$ cat src/rtl/degamma_lut_update_arb.sv
// Host write queue for the degamma LUT: buffers host writes during active video
// and drains them into the LUT write port one per clock during vertical blanking.
module degamma_lut_update_arb #(
  parameter int DW         = 8,
  parameter int LW         = 12,
  parameter int FIFO_DEPTH = 16
) (
  input  logic                          clk,
  input  logic                          rstn,
  input  logic                          vsync,
  input  logic                          de,
  input  logic                          host_wr_valid,
  output logic                          host_wr_ready,
  input  logic [1:0]                    host_wr_chan,
  input  logic [DW-1:0]                 host_wr_addr,
  input  logic [LW-1:0]                 host_wr_data,
  output logic                          lut_we,
  output logic [1:0]                    lut_wchan,
  output logic [DW-1:0]                 lut_waddr,
  output logic [LW-1:0]                 lut_wdata,
  output logic [$clog2(FIFO_DEPTH):0]   pending,
  output logic                          update_done,
  output logic                          ovf,
  output logic                          bad_chan,
  input  logic                          err_clr
);

  localparam int AW = $clog2(FIFO_DEPTH);
  localparam int EW = 2 + DW + LW;

  typedef enum logic [1:0] {ACTIVE, DRAIN, DONE} state_e;

  state_e          state_q, state_d;
  logic [AW:0]     wr_ptr_q, rd_ptr_q;
  logic [EW-1:0]   mem_q [FIFO_DEPTH];
  logic [EW-1:0]   head;
  logic            vsync_d_q;
  logic            wrote_q, wrote_d;
  logic            update_done_q, update_done_d;
  logic            ovf_q, ovf_d;
  logic            bad_chan_q, bad_chan_d;
  logic            full, empty, push, pop, rise, head_bad;

  // Pointers carry an extra wrap bit, so their difference is the occupancy.
  assign pending       = wr_ptr_q - rd_ptr_q;
  assign full          = (pending == (AW+1)'(FIFO_DEPTH));
  assign empty         = (pending == '0);
  assign host_wr_ready = !full;
  assign push          = host_wr_valid && host_wr_ready;
  assign pop           = (state_q == DRAIN) && vsync && !de && !empty;
  assign rise          = vsync && !vsync_d_q;

  assign head      = mem_q[rd_ptr_q[AW-1:0]];
  assign lut_wchan = head[EW-1 -: 2];
  assign lut_waddr = head[LW +: DW];
  assign lut_wdata = head[LW-1:0];
  assign head_bad  = (lut_wchan == 2'd3);
  assign lut_we    = pop && !head_bad;

  assign update_done = update_done_q;
  assign ovf         = ovf_q;
  assign bad_chan    = bad_chan_q;

  always_ff @(posedge clk) begin
    if (push) mem_q[wr_ptr_q[AW-1:0]] <= {host_wr_chan, host_wr_addr, host_wr_data};
  end

  always_comb begin
    state_d       = state_q;
    wrote_d       = wrote_q || pop;
    update_done_d = 1'b0;
    ovf_d         = err_clr ? 1'b0 : (ovf_q || (host_wr_valid && !host_wr_ready));
    bad_chan_d    = err_clr ? 1'b0 : (bad_chan_q || (pop && head_bad));
    // A high de inside blank is illegal timing: hold the drain where it is.
    case (state_q)
      ACTIVE: begin
        if (rise) begin
          state_d = DRAIN;
          wrote_d = 1'b0;
        end
      end
      DRAIN: begin
        if (!vsync) begin
          state_d = ACTIVE;
        end else if (!de && empty) begin
          state_d       = DONE;
          update_done_d = wrote_q;
        end
      end
      DONE: begin
        if (!vsync) state_d = ACTIVE;
        else if (!de && !empty) state_d = DRAIN;
      end
      default: state_d = ACTIVE;
    endcase
  end

  always_ff @(posedge clk or negedge rstn) begin
    if (!rstn) begin
      state_q       <= ACTIVE;
      wr_ptr_q      <= '0;
      rd_ptr_q      <= '0;
      vsync_d_q     <= 1'b0;
      wrote_q       <= 1'b0;
      update_done_q <= 1'b0;
      ovf_q         <= 1'b0;
      bad_chan_q    <= 1'b0;
    end else begin
      state_q       <= state_d;
      vsync_d_q     <= vsync;
      wrote_q       <= wrote_d;
      update_done_q <= update_done_d;
      ovf_q         <= ovf_d;
      bad_chan_q    <= bad_chan_d;
      if (push) wr_ptr_q <= wr_ptr_q + 1'b1;
      if (pop)  rd_ptr_q <= rd_ptr_q + 1'b1;
    end
  end

endmodule

$ cat config.mk
export PLATFORM = sky130hd
export DESIGN_NAME = degamma_lut_update_arb
export DESIGN_NICKNAME = d
export VERILOG_FILES = /design/src/rtl/degamma_lut_update_arb.sv
export SDC_FILE = /design/constraint.sdc
export NUM_CORES = 1
export LEC_CHECK = 0
export ABC_AREA = 1
export CORE_UTILIZATION = 55
export CTS_BUF_LIST = sky130_fd_sc_hd__clkbuf_16
export DETAILED_ROUTE_END_ITERATION = 6
export PLACE_DENSITY = 0.76
export SLEW_MARGIN = 20
export SYNTH_ARGS = -nofsm -noshare
export SYNTH_HDL_FRONTEND = slang
export SYNTH_SLANG_ARGS = --single-unit
$ cat constraint.sdc
create_clock -name clk -period 3.5 [get_ports clk]
set_input_delay 0.875 -clock clk [delete_from_list [all_inputs] [get_ports clk]]
set_output_delay 0.875 -clock clk [all_outputs]
set_load 0.02 [all_outputs]
==> flow_metrics.py, run 1 <==
metrics = {
    "cells_and_area": {
        "final-instance-count-excl-fill": 1609,
        "nNetsFinal": 1287,
        "most-common-layout-cells": "edfxtp_1 (352), nor2_1 (172), o21ai_0 (156)",
        "post-route-util": 0.6626,
        "layout-drive-gt1-share": 0.1131,
        "final_common_cell": "edfxtp_1",
        "area_delta_synth_final_pct": 17.15,
    },
    "route": {
        "drc": 7,
        "dr.pass1.iters": 7,
        "postRouteAntennaNets": 0,
        "viasPerCell": 6.178,
        "vias": 9941,
        "wirelength_mm": 36.39,
        "dr.first_iter.drc_count": 1146,
        "wire_per_inst_um": 22.61,
    },
    "timing": {
        "period_needed_ns": 3.504,
        "slew_violations": 0,
        "fin_crit_sh": 1.001,
        "worst_pin_slew_ns": 0.8062,
        "final-setup-viol-count": 1,
        "tns_ns": -0.004130,
        "slew_headroom": 0.4609,
        "skew_ns": 0.01518,
        "fmax_ghz": 0.2854,
        "finalHoldViolCount": 0,
        "rsz0062_at_grt": "yes",
        "layout_setup_ws_ns": -0.004130,
    },
    "die": {
        "fp.coreArea_um2": 26280,
        "die_w_um": 166.4,
        "dieArea_um2": 27690,
        "rows": 59,
        "initial_core_util": 0.5657,
        "die_h_um": 166.4,
        "ios": 60,
    },
    "run_status": {
        "failed_checks": "design-rule violations, negative setup slack",
        "status": "finished, violations left",
    },
    "clock_network": {
        "insertion_delay_ns": 0.53,
        "cts_root_buffer": "clkbuf_16",
        "cts_setup_buffers": 0,
        "cts_htree_levels": 2,
        "cts.clk_slew.worst_paths_ns": 0.06,
        "hold_buffers": 0,
        "cts_made_buffers": 38,
        "cts_max_path_buffers": 3,
        "cts.sinks": 369,
        "cts_tree": "done",
    },
    "yosys": {
        "synthMuxAreaShare": 0,
        "synth_compound_area_frac": 0.1013,
        "synth_top_area_share": 0.7111,
        "synth-simple-area-share": 0.1080,
        "synth.distinct_cells": 33,
        "synth.cell_area_um2": 14870,
        "synth_xor_area_frac": 0.004713,
        "syn_avg_cell_area_um2": 12.79,
        "synth_top_family_by_area": "simple AND/OR/NAND/NOR gates",
        "ys.flop_type": "edfxtp_1",
        "ys_warn_count": 0,
        "async_flop_share": 0.04607,
        "synth_nets": 1200,
        "synth.top_cells.by_area": "edfxtp_1 (71%), o21ai_0 (5.3%), nor2_1 (4.7%)",
        "synth_edf_count": 352,
        "synth-seq-area-share": 0.7397,
        "synthAdderAreaFrac": 0.008922,
        "synth_area_leader_cell": "edfxtp_1",
        "ys_ff_latch": 369,
        "synth_cells": 1162,
    },
    "placed_design": {
        "io_buffers": 59,
        "gp_congestion": 0.7913,
        "dp_slack_ns": -0.09285,
        "hpwl_mm": 19.56,
        "dp.cells": 1540,
    },
    "hold_path": {
        "hold_class": "register to register",
    },
    "setup_path": {
        "crit_type": "register to primary output",
        "cp-start-kind": "register",
        "cp_max_fo": 46,
        "cp-end-kind": "primary output",
        "arrival_ns": 2.63,
        "cp.required_ns": 2.62,
    },
    "global_route": {
        "grt_use_total": 0.2688,
        "use_met3": 0.04528,
        "overflow": 0,
        "grt.busiest_layer": "met2",
        "antenna_found_initial": 1,
        "grt_max_degree": 95,
        "use_met1": 0.3639,
        "grt_util_met2": 0.4361,
        "grt_pass1_wl_mm": 55.88,
        "grt_pass1_vias": 9934,
    },
    "flow_run": {
        "cap_violations": 0,
    },
    "power_and_ir_drop": {
        "ir_worst_vdd_mv": 0.5788,
        "power_leakage_nw": 6.176,
        "finalPower_mw": 15.41,
        "power_density_nw_per_um2": 884.8,
    },
}
==> final timing paths <==
check                      cells after the start  slack, ns                      end                    start
setup / recovery                               6     -0.004             lut_wdata[5]  rd_ptr_q[0]$_DFFE_PN0P_
hold / removal                                 1       0.49  rd_ptr_q[3]$_DFFE_PN0P_  rd_ptr_q[3]$_DFFE_PN0P_
hold reg to reg                                1       0.49  rd_ptr_q[3]$_DFFE_PN0P_  rd_ptr_q[3]$_DFFE_PN0P_
min in group asynchronous                      1       0.82    update_done$_DFF_PN0_                     rstn
setup reg to reg                              14       0.49    mem_q[8][2]$_DFFE_PP_  wr_ptr_q[0]$_DFFE_PN0P_
max in group asynchronous                      1       2.09  rd_ptr_q[0]$_DFFE_PN0P_                     rstn
==> area by class of cell <==
class                           count  area [um^2]
Antenna cell                        1        2.502
Clock buffer                       39        975.9
Clock inverter                     25        209.0
Fill cell                        1791         8866
Inverter                           58        225.2
Multi-Input combinational cell    668         3358
Sequential cell                   369        11000
Tap cell                          335        419.2
Timing Repair Buffer              114         1224
==> stage by stage <==
stage          cell area [um^2]  hold WS [ns]
5_1_grt                   17410        0.5193
3_5_place_dp              16070        0.4880
4_1_cts                   17410        0.4959
6_report                  17410        0.4934
3_3_place_gp              16070        0.4898
2_1_floorplan             14900        0.4627
==> cell usage after synthesis (3+ instances only) <==
cell type  count
inv_2          5
edfxtp_1     352
o21ai_1        7
o221ai_1      33
inv_1         52
clkbuf_1      38
o211ai_1       7
o22ai_1       47
nand2_2        5
buf_2         12
xor2_1         8
a21oi_1        4
buf_6          6
nor2_1       188
buf_4          7
ha_1           9
o21ai_0      156
buf_1          3
dfrtp_1       17
nand3_1       67
nand2_1      123
==> metal layers <==
metal / share of wire / up-vias
li1: - / 4412
met1: 0.39 / 4850
met2: 0.48 / 580
met3: 0.095 / 99
met4: 0.033 / 0
met5: 0 / -
==> timing repair <==
action | 4_1_cts | 5_1_grt
pin swaps | 1 | 0
cloned | 4 | 0
setup endpoints to repair | 26 | 14
endpoints found under the hold margin | 0 | 0
gates resized for setup | 28 | 19
==> state kept, by name, indices dropped and copies added, names as in the netlist <==
name,cells
vsync_d_q,1
wrote_q,1
state_q,2
ovf,1
update_done,1
rd_ptr_q,5
mem_q,352
bad_chan,1
wr_ptr_q,5
==> critical path, stage by stage, from the launching register on <==
cell,delay (ns)
dfrtp_4,0.51
buf_6,0.33
o21ai_0,0.17
o221ai_1,0.24
nand3_1,0.13
nand3_1,0.09
clkdlybuf4s50_1,0.61
==> where the power goes <==
part / leakage, nW / switching [mW] / internal (mW) / total (mW)
Sequential: 3.39 / 0.181 / 5.37 / 5.55
Combinational: 2.18 / 3.97 / 2.04 / 6.02
Clock: 0.608 / 1.60 / 2.24 / 3.84
Total: 6.18 / 5.76 / 9.65 / 15.4
==> logic make-up (layout without fill, tap and decap cells) <==
family / count (synthesis) / count (layout)
and+or+nand+nor: 392 / 392
DFF: 369 / 369
AOI/OAI and AO/OA: 258 / 258
buffers and inverters: 125 / 236
adders and majority gates: 10 / 10
xor gates and xnor gates: 8 / 8
other: 0 / 1
(Power assumes the default switching activity.)
==> inputs of run 2 (changes only) <==
--- a/config.mk
+++ b/config.mk
@@ -9,7 +9,7 @@
 export CORE_UTILIZATION = 55
 export CTS_BUF_LIST = sky130_fd_sc_hd__clkbuf_16
 export DETAILED_ROUTE_END_ITERATION = 6
-export PLACE_DENSITY = 0.76
+export PLACE_DENSITY = 0.79
 export SLEW_MARGIN = 20
 export SYNTH_ARGS = -nofsm -noshare
 export SYNTH_HDL_FRONTEND = slang
==> flow_metrics.py, run 2 (synthesized netlist as in run 1, its figures left out) <==
metrics = {
    "run_status": {
        "status": "finished, violations left",
        "failed_checks": "design-rule violations",
    },
    "route": {
        "vias": 9828,
        "dr_wl_met3_mm": 3.331,
        "drc": 3,
        "dr.first_iter.drc_count": 1441,
        "dr.pass1.iters": 7,
        "postRouteAntennaNets": 0,
        "wirelength_met1_mm": 14.43,
        "viasPerCell": 6.131,
        "met2_wirelength_mm": 17.03,
        "wire_per_inst_um": 22.33,
        "top_layer": "met4",
        "wirelength_mm": 35.80,
    },
    "setup_path": {
        "cp.required_ns": 2.62,
        "cp-start-kind": "register",
        "slowest_delay_ns": 0.60,
        "crit_family": "buffers and inverters",
        "crit_chain": "inv_6, bufbuf_16, o21ai_0, o22ai_1, nand2_1, nand3_1, clkdlybuf4s50_1",
        "cp-end-kind": "primary output",
        "cpMaxStageDelayCell": "clkdlybuf4s50_1",
        "cp.buffers_inverters": 3,
        "arrival_ns": 2.62,
        "cp_max_fo": 29,
        "crit_type": "register to primary output",
    },
    "placed_design": {
        "hpwl_mm": 19.05,
        "dpl_cell_area_um2": 16120,
        "dp_slack_ns": -0.0007059,
        "io_buffers": 59,
        "dp.cells": 1536,
        "gp_congestion": 0.8311,
    },
    "global_route": {
        "grt_max_degree": 62,
        "grt_pass1_vias": 9718,
        "antenna_found_initial": 0,
        "grt_use_total": 0.2631,
        "overflow": 0,
        "grt_pass1_wl_mm": 54.92,
    },
    "cells_and_area": {
        "area_delta_synth_final_pct": 16.49,
        "fillers": 1796,
        "final_common_cell": "edfxtp_1",
        "nNetsFinal": 1280,
        "layout-drive-gt1-share": 0.1088,
        "most-common-layout-cells": "edfxtp_1 (352), nor2_1 (172), o21ai_0 (156)",
        "finalInstanceArea_um2": 17320,
        "largest_register_ffs": 352,
        "n_antenna_cell": 0,
        "seq_area_um2": 11000,
        "final-instance-count-excl-fill": 1603,
        "post-route-util": 0.6589,
        "multi_input_area_um2": 3368,
    },
    "clock_network": {
        "insertion_delay_ns": 0.53,
        "hold_buffers": 0,
        "cts_htree_levels": 2,
        "cts_max_path_buffers": 3,
        "cts_tree": "done",
        "cts_made_buffers": 37,
        "cts.clk_slew.worst_paths_ns": 0.06,
        "cts_root_buffer": "clkbuf_16",
        "cts.sinks": 369,
    },
    "timing": {
        "fin_crit_sh": 0.9976,
        "layout_setup_ws_ns": 0.008563,
        "slew_violations": 0,
        "worst_pin_slew_ns": 0.8334,
        "skew_ns": 0.02340,
        "finalHoldViolCount": 0,
        "final-setup-viol-count": 0,
        "rsz0062_at_grt": "yes",
        "slew_headroom": 0.4426,
        "fmax_ghz": 0.2864,
        "period_needed_ns": 3.491,
    },
    "power_and_ir_drop": {
        "power_frac_comb": 0.392,
        "clkPwrFrac": 0.241,
        "p_switching_mw": 5.710,
        "power_leakage_nw": 6.104,
        "power_frac_seq": 0.368,
        "power.share.switching": 0.3780,
        "internal_power_mw": 9.396,
        "ir_worst_vdd_mv": 0.5150,
        "power_density_nw_per_um2": 872.3,
    },
    "die": {
        "initial_core_util": 0.5657,
        "fp.coreArea_um2": 26280,
        "ios": 60,
        "dieArea_um2": 27690,
        "die_h_um": 166.4,
        "rows": 59,
        "die_w_um": 166.4,
    },
    "hold_path": {
        "hold_class": "register to register",
    },
    "flow_run": {
        "cap_violations": 0,
    },
}
run 2: worst register-to-register path: stages (launching register included):
cell	delay (ns)
dfrtp_4	0.52
ha_1	0.17
inv_1	0.06
fa_1	0.42
inv_1	0.08
nand2_1	0.05
nand2_1	0.12
nor2_4	0.04
buf_4	0.14
nand3_2	0.08
nand2_2	0.13
inv_2	0.12
nand2_1	0.17
nor2_2	0.18
buf_4	0.39
run 2: timing repair:
item | 4_1_cts | 5_1_grt
endpoints found under the setup margin | 24 | 12
setup buffers | 0 | 0
cloned | 2 | 0
gates resized for setup | 33 | 21
run 2: cell type report:
| type | count | area share |
|---|---|---|
| well taps | 335 | 0.02421 |
| repair buffers | 108 | 0.06965 |
| clock buffers | 38 | 0.05491 |
| inverters | 58 | 0.01286 |
| multi-input cells | 668 | 0.1945 |
| clock inverters | 27 | 0.008598 |
| flip-flops and latches | 369 | 0.6353 |
run 2: path summary, 6_finish.rpt:
kind | startpoint | slack [ns] | cells after the start | end
max in group asynchronous | rstn | 2.05 | 1 | rd_ptr_q[0]$_DFFE_PN0P_
hold / removal | rd_ptr_q[3]$_DFFE_PN0P_ | 0.50 | 1 | rd_ptr_q[3]$_DFFE_PN0P_
min in group asynchronous | rstn | 0.84 | 1 | update_done$_DFF_PN0_
setup / recovery | rd_ptr_q[0]$_DFFE_PN0P_ | 0.009 | 7 | lut_wdata[8]
hold reg to reg | rd_ptr_q[3]$_DFFE_PN0P_ | 0.50 | 1 | rd_ptr_q[3]$_DFFE_PN0P_
setup reg to reg | rd_ptr_q[0]$_DFFE_PN0P_ | 0.45 | 14 | mem_q[2][14]$_DFFE_PP_
run 2: stage by stage:
stage	power (mW)	TNS [ns]	hold slack (ns)
2_1_floorplan	9.229	-5.061	0.4627
3_3_place_gp	11.29	0	0.4823
3_5_place_dp	11.47	-0.0007059	0.4943
4_1_cts	15.10	-0.1411	0.5026
5_1_grt	15.83	-0.1028	0.5240
6_report	15.11	0	0.4954
run 2: per-layer routing:
layer / up-vias / track usage
li1: 4381 / -
met1: 4845 / 0.3637
met2: 518 / 0.4220
met3: 84 / 0.04814
met4: 0 / 0.09461
met5: - / 0
run 2: power by group through the flow:
stage                     Combinational [mW]  Clock (mW)  Sequential [mW]
after global routing                    6.41        3.82             5.60
after detailed placement                5.84           0             5.63
after global placement                  5.68           0             5.61
final                                   5.91        3.63             5.56
after CTS                               5.89        3.65             5.55
after floorplan                         3.64           0             5.59
==> inputs of run 3 (changes only) <==
--- a/config.mk
+++ b/config.mk
@@ -6,10 +6,11 @@
 export NUM_CORES = 1
 export LEC_CHECK = 0
 export ABC_AREA = 1
-export CORE_UTILIZATION = 55
+export CORE_UTILIZATION = 42
 export CTS_BUF_LIST = sky130_fd_sc_hd__clkbuf_16
 export DETAILED_ROUTE_END_ITERATION = 6
-export PLACE_DENSITY = 0.79
+export GPL_ROUTABILITY_DRIVEN = 0
+export PLACE_DENSITY = 0.64
 export SLEW_MARGIN = 20
 export SYNTH_ARGS = -nofsm -noshare
 export SYNTH_HDL_FRONTEND = slang
==> constraint.sdc (replaced) <==
create_clock -name clk -period 3.12 [get_ports clk]
set_input_delay 0.78 -clock clk [delete_from_list [all_inputs] [get_ports clk]]
set_output_delay 0.78 -clock clk [all_outputs]
set_load 0.02 [all_outputs]
==> flow_metrics.py, run 3 (synthesized netlist as in run 1, its figures left out) <==
metrics = {
    "global_route": {
        "grt_max_degree": 91,
        "antenna_found_initial": 0,
        "grt_use_total": 0.2047,
        "overflow": 0,
        "grt_pass1_vias": 9351,
        "grt_pass1_wl_mm": 55.14,
    },
    "cells_and_area": {
        "most-common-layout-cells": "edfxtp_1 (352), nor2_1 (172), o21ai_0 (149)",
        "area_delta_synth_final_pct": 21.28,
        "final_common_cell": "edfxtp_1",
        "layout-drive-gt1-share": 0.1660,
        "nNetsFinal": 1315,
        "largest_register_ffs": 352,
        "post-route-util": 0.5194,
        "n_antenna_cell": 0,
    },
    "setup_path": {
        "crit_type": "register to primary output",
        "arrival_ns": 2.36,
        "cp.required_ns": 2.34,
        "cp-end-kind": "primary output",
        "cp-start-kind": "register",
        "r2r_slack_ns": 0.27,
        "cp_max_fo": 20,
    },
    "die": {
        "fp.coreArea_um2": 34710,
        "dieArea_um2": 36150,
        "initial_core_util": 0.4282,
        "die_h_um": 190.1,
        "ios": 60,
        "rows": 68,
        "die_w_um": 190.1,
    },
    "clock_network": {
        "cts_tree": "done",
        "cts.clk_slew.worst_paths_ns": 0.06,
        "cts_root_buffer": "clkbuf_16",
        "cts_max_path_buffers": 3,
        "cts_made_buffers": 40,
        "insertion_delay_ns": 0.54,
        "hold_buffers": 0,
        "cts.sinks": 369,
        "cts_htree_levels": 2,
    },
    "timing": {
        "final-setup-viol-count": 2,
        "fin_crit_sh": 1.008,
        "slew_violations": 0,
        "worst_pin_slew_ns": 0.8174,
        "skew_ns": 0.02268,
        "slew_headroom": 0.4534,
        "tns_ns": -0.02873,
        "period_needed_ns": 3.145,
        "fmax_ghz": 0.3180,
        "rsz0062_at_grt": "yes",
        "finalHoldViolCount": 0,
        "layout_setup_ws_ns": -0.02465,
    },
    "run_status": {
        "failed_checks": "negative setup slack",
        "status": "finished, violations left",
    },
    "route": {
        "drc": 0,
        "postRouteAntennaNets": 0,
        "wire_per_inst_um": 21.29,
        "dr.first_iter.drc_count": 832,
        "wirelength_mm": 37.38,
        "vias": 9709,
        "dr.pass1.iters": 5,
        "viasPerCell": 5.529,
    },
    "power_and_ir_drop": {
        "ir_worst_vdd_mv": 0.6187,
        "power_leakage_nw": 6.330,
        "finalPower_mw": 17.98,
        "internal_power_mw": 11.27,
        "clkPwrFrac": 0.245,
        "power_frac_comb": 0.411,
        "power_frac_seq": 0.344,
        "p_switching_mw": 6.710,
        "power_density_nw_per_um2": 997.4,
        "power.share.switching": 0.3732,
    },
    "flow_run": {
        "cap_violations": 0,
    },
    "placed_design": {
        "io_buffers": 59,
        "dp_slack_ns": -0.1859,
        "hpwl_mm": 19.79,
    },
    "hold_path": {
        "hold_class": "register to register",
    },
}
run 3: layer usage:
layer	share of wire	wire length (um)	vias to the layer above	global-route usage
li1	-	-	4481	-
met1	0.43	16060	4750	0.2845
met2	0.47	17380	405	0.3280
met3	0.077	2894	73	0.03616
met4	0.028	1046	0	0.06369
met5	0	0	-	0
run 3: per-stage QoR:
step | instances | hold WS (ns) | area [um^2]
finish | 1756 | 0.5038 | 18030
global route | 1756 | 0.5378 | 18030
CTS | 1749 | 0.4971 | 17840
detailed placement | 1679 | 0.4878 | 16560
global placement | 1679 | 0.4832 | 16560
floorplan | 1162 | 0.4627 | 14900
run 3: power by group through the flow:
stage,combinational [mW],clock [mW],sequential (mW)
5_1_grt,8.02,4.67,6.22
2_1_floorplan,4.09,0,6.27
3_5_place_dp,7.00,0,6.28
3_3_place_gp,6.91,0,6.27
6_report,7.40,4.40,6.18
4_1_cts,7.02,4.48,6.18
run 3: worst paths after layout:
kind / start / cells past startpoint / end
hold reg to reg: wrote_q$_DFF_PN0_ / 2 / update_done$_DFF_PN0_
max in group asynchronous: rstn / 1 / rd_ptr_q[0]$_DFFE_PN0P_
hold / removal: wrote_q$_DFF_PN0_ / 2 / update_done$_DFF_PN0_
setup / recovery: rd_ptr_q[0]$_DFFE_PN0P_ / 7 / lut_wdata[2]
setup reg to reg: rd_ptr_q[0]$_DFFE_PN0P_ / 13 / mem_q[1][17]$_DFFE_PP_
min in group asynchronous: rstn / 1 / bad_chan$_DFF_PN0_
run 3: what timing repair did:
item,CTS,global route
cloned,3,5
hold endpoints to repair,0,0
endpoints found under the setup margin,28,24
gates resized for setup,117,43
buffers inserted,1,2
pin swaps,2,14
run 3: worst max-delay path: stages, from the launching register on:
cell and delay, ns:
dfrtp_4 0.50, buf_4 0.21, clkbuf_16 0.21, o21ai_0 0.18
o22ai_1 0.10, o211ai_1 0.31, nand3_1 0.16, buf_6 0.16
run 3: layout make-up:
| class | instances | area (um^2) |
|---|---|---|
| clock buffers | 41 | 1026 |
| clock inverters | 25 | 186.4 |
| fillers | 2985 | 16680 |
| inverters | 58 | 234.0 |
| multi-input cells | 668 | 3423 |
| flip-flops and latches | 369 | 11000 |
| well taps | 455 | 569.3 |
| repair buffers | 140 | 1589 |
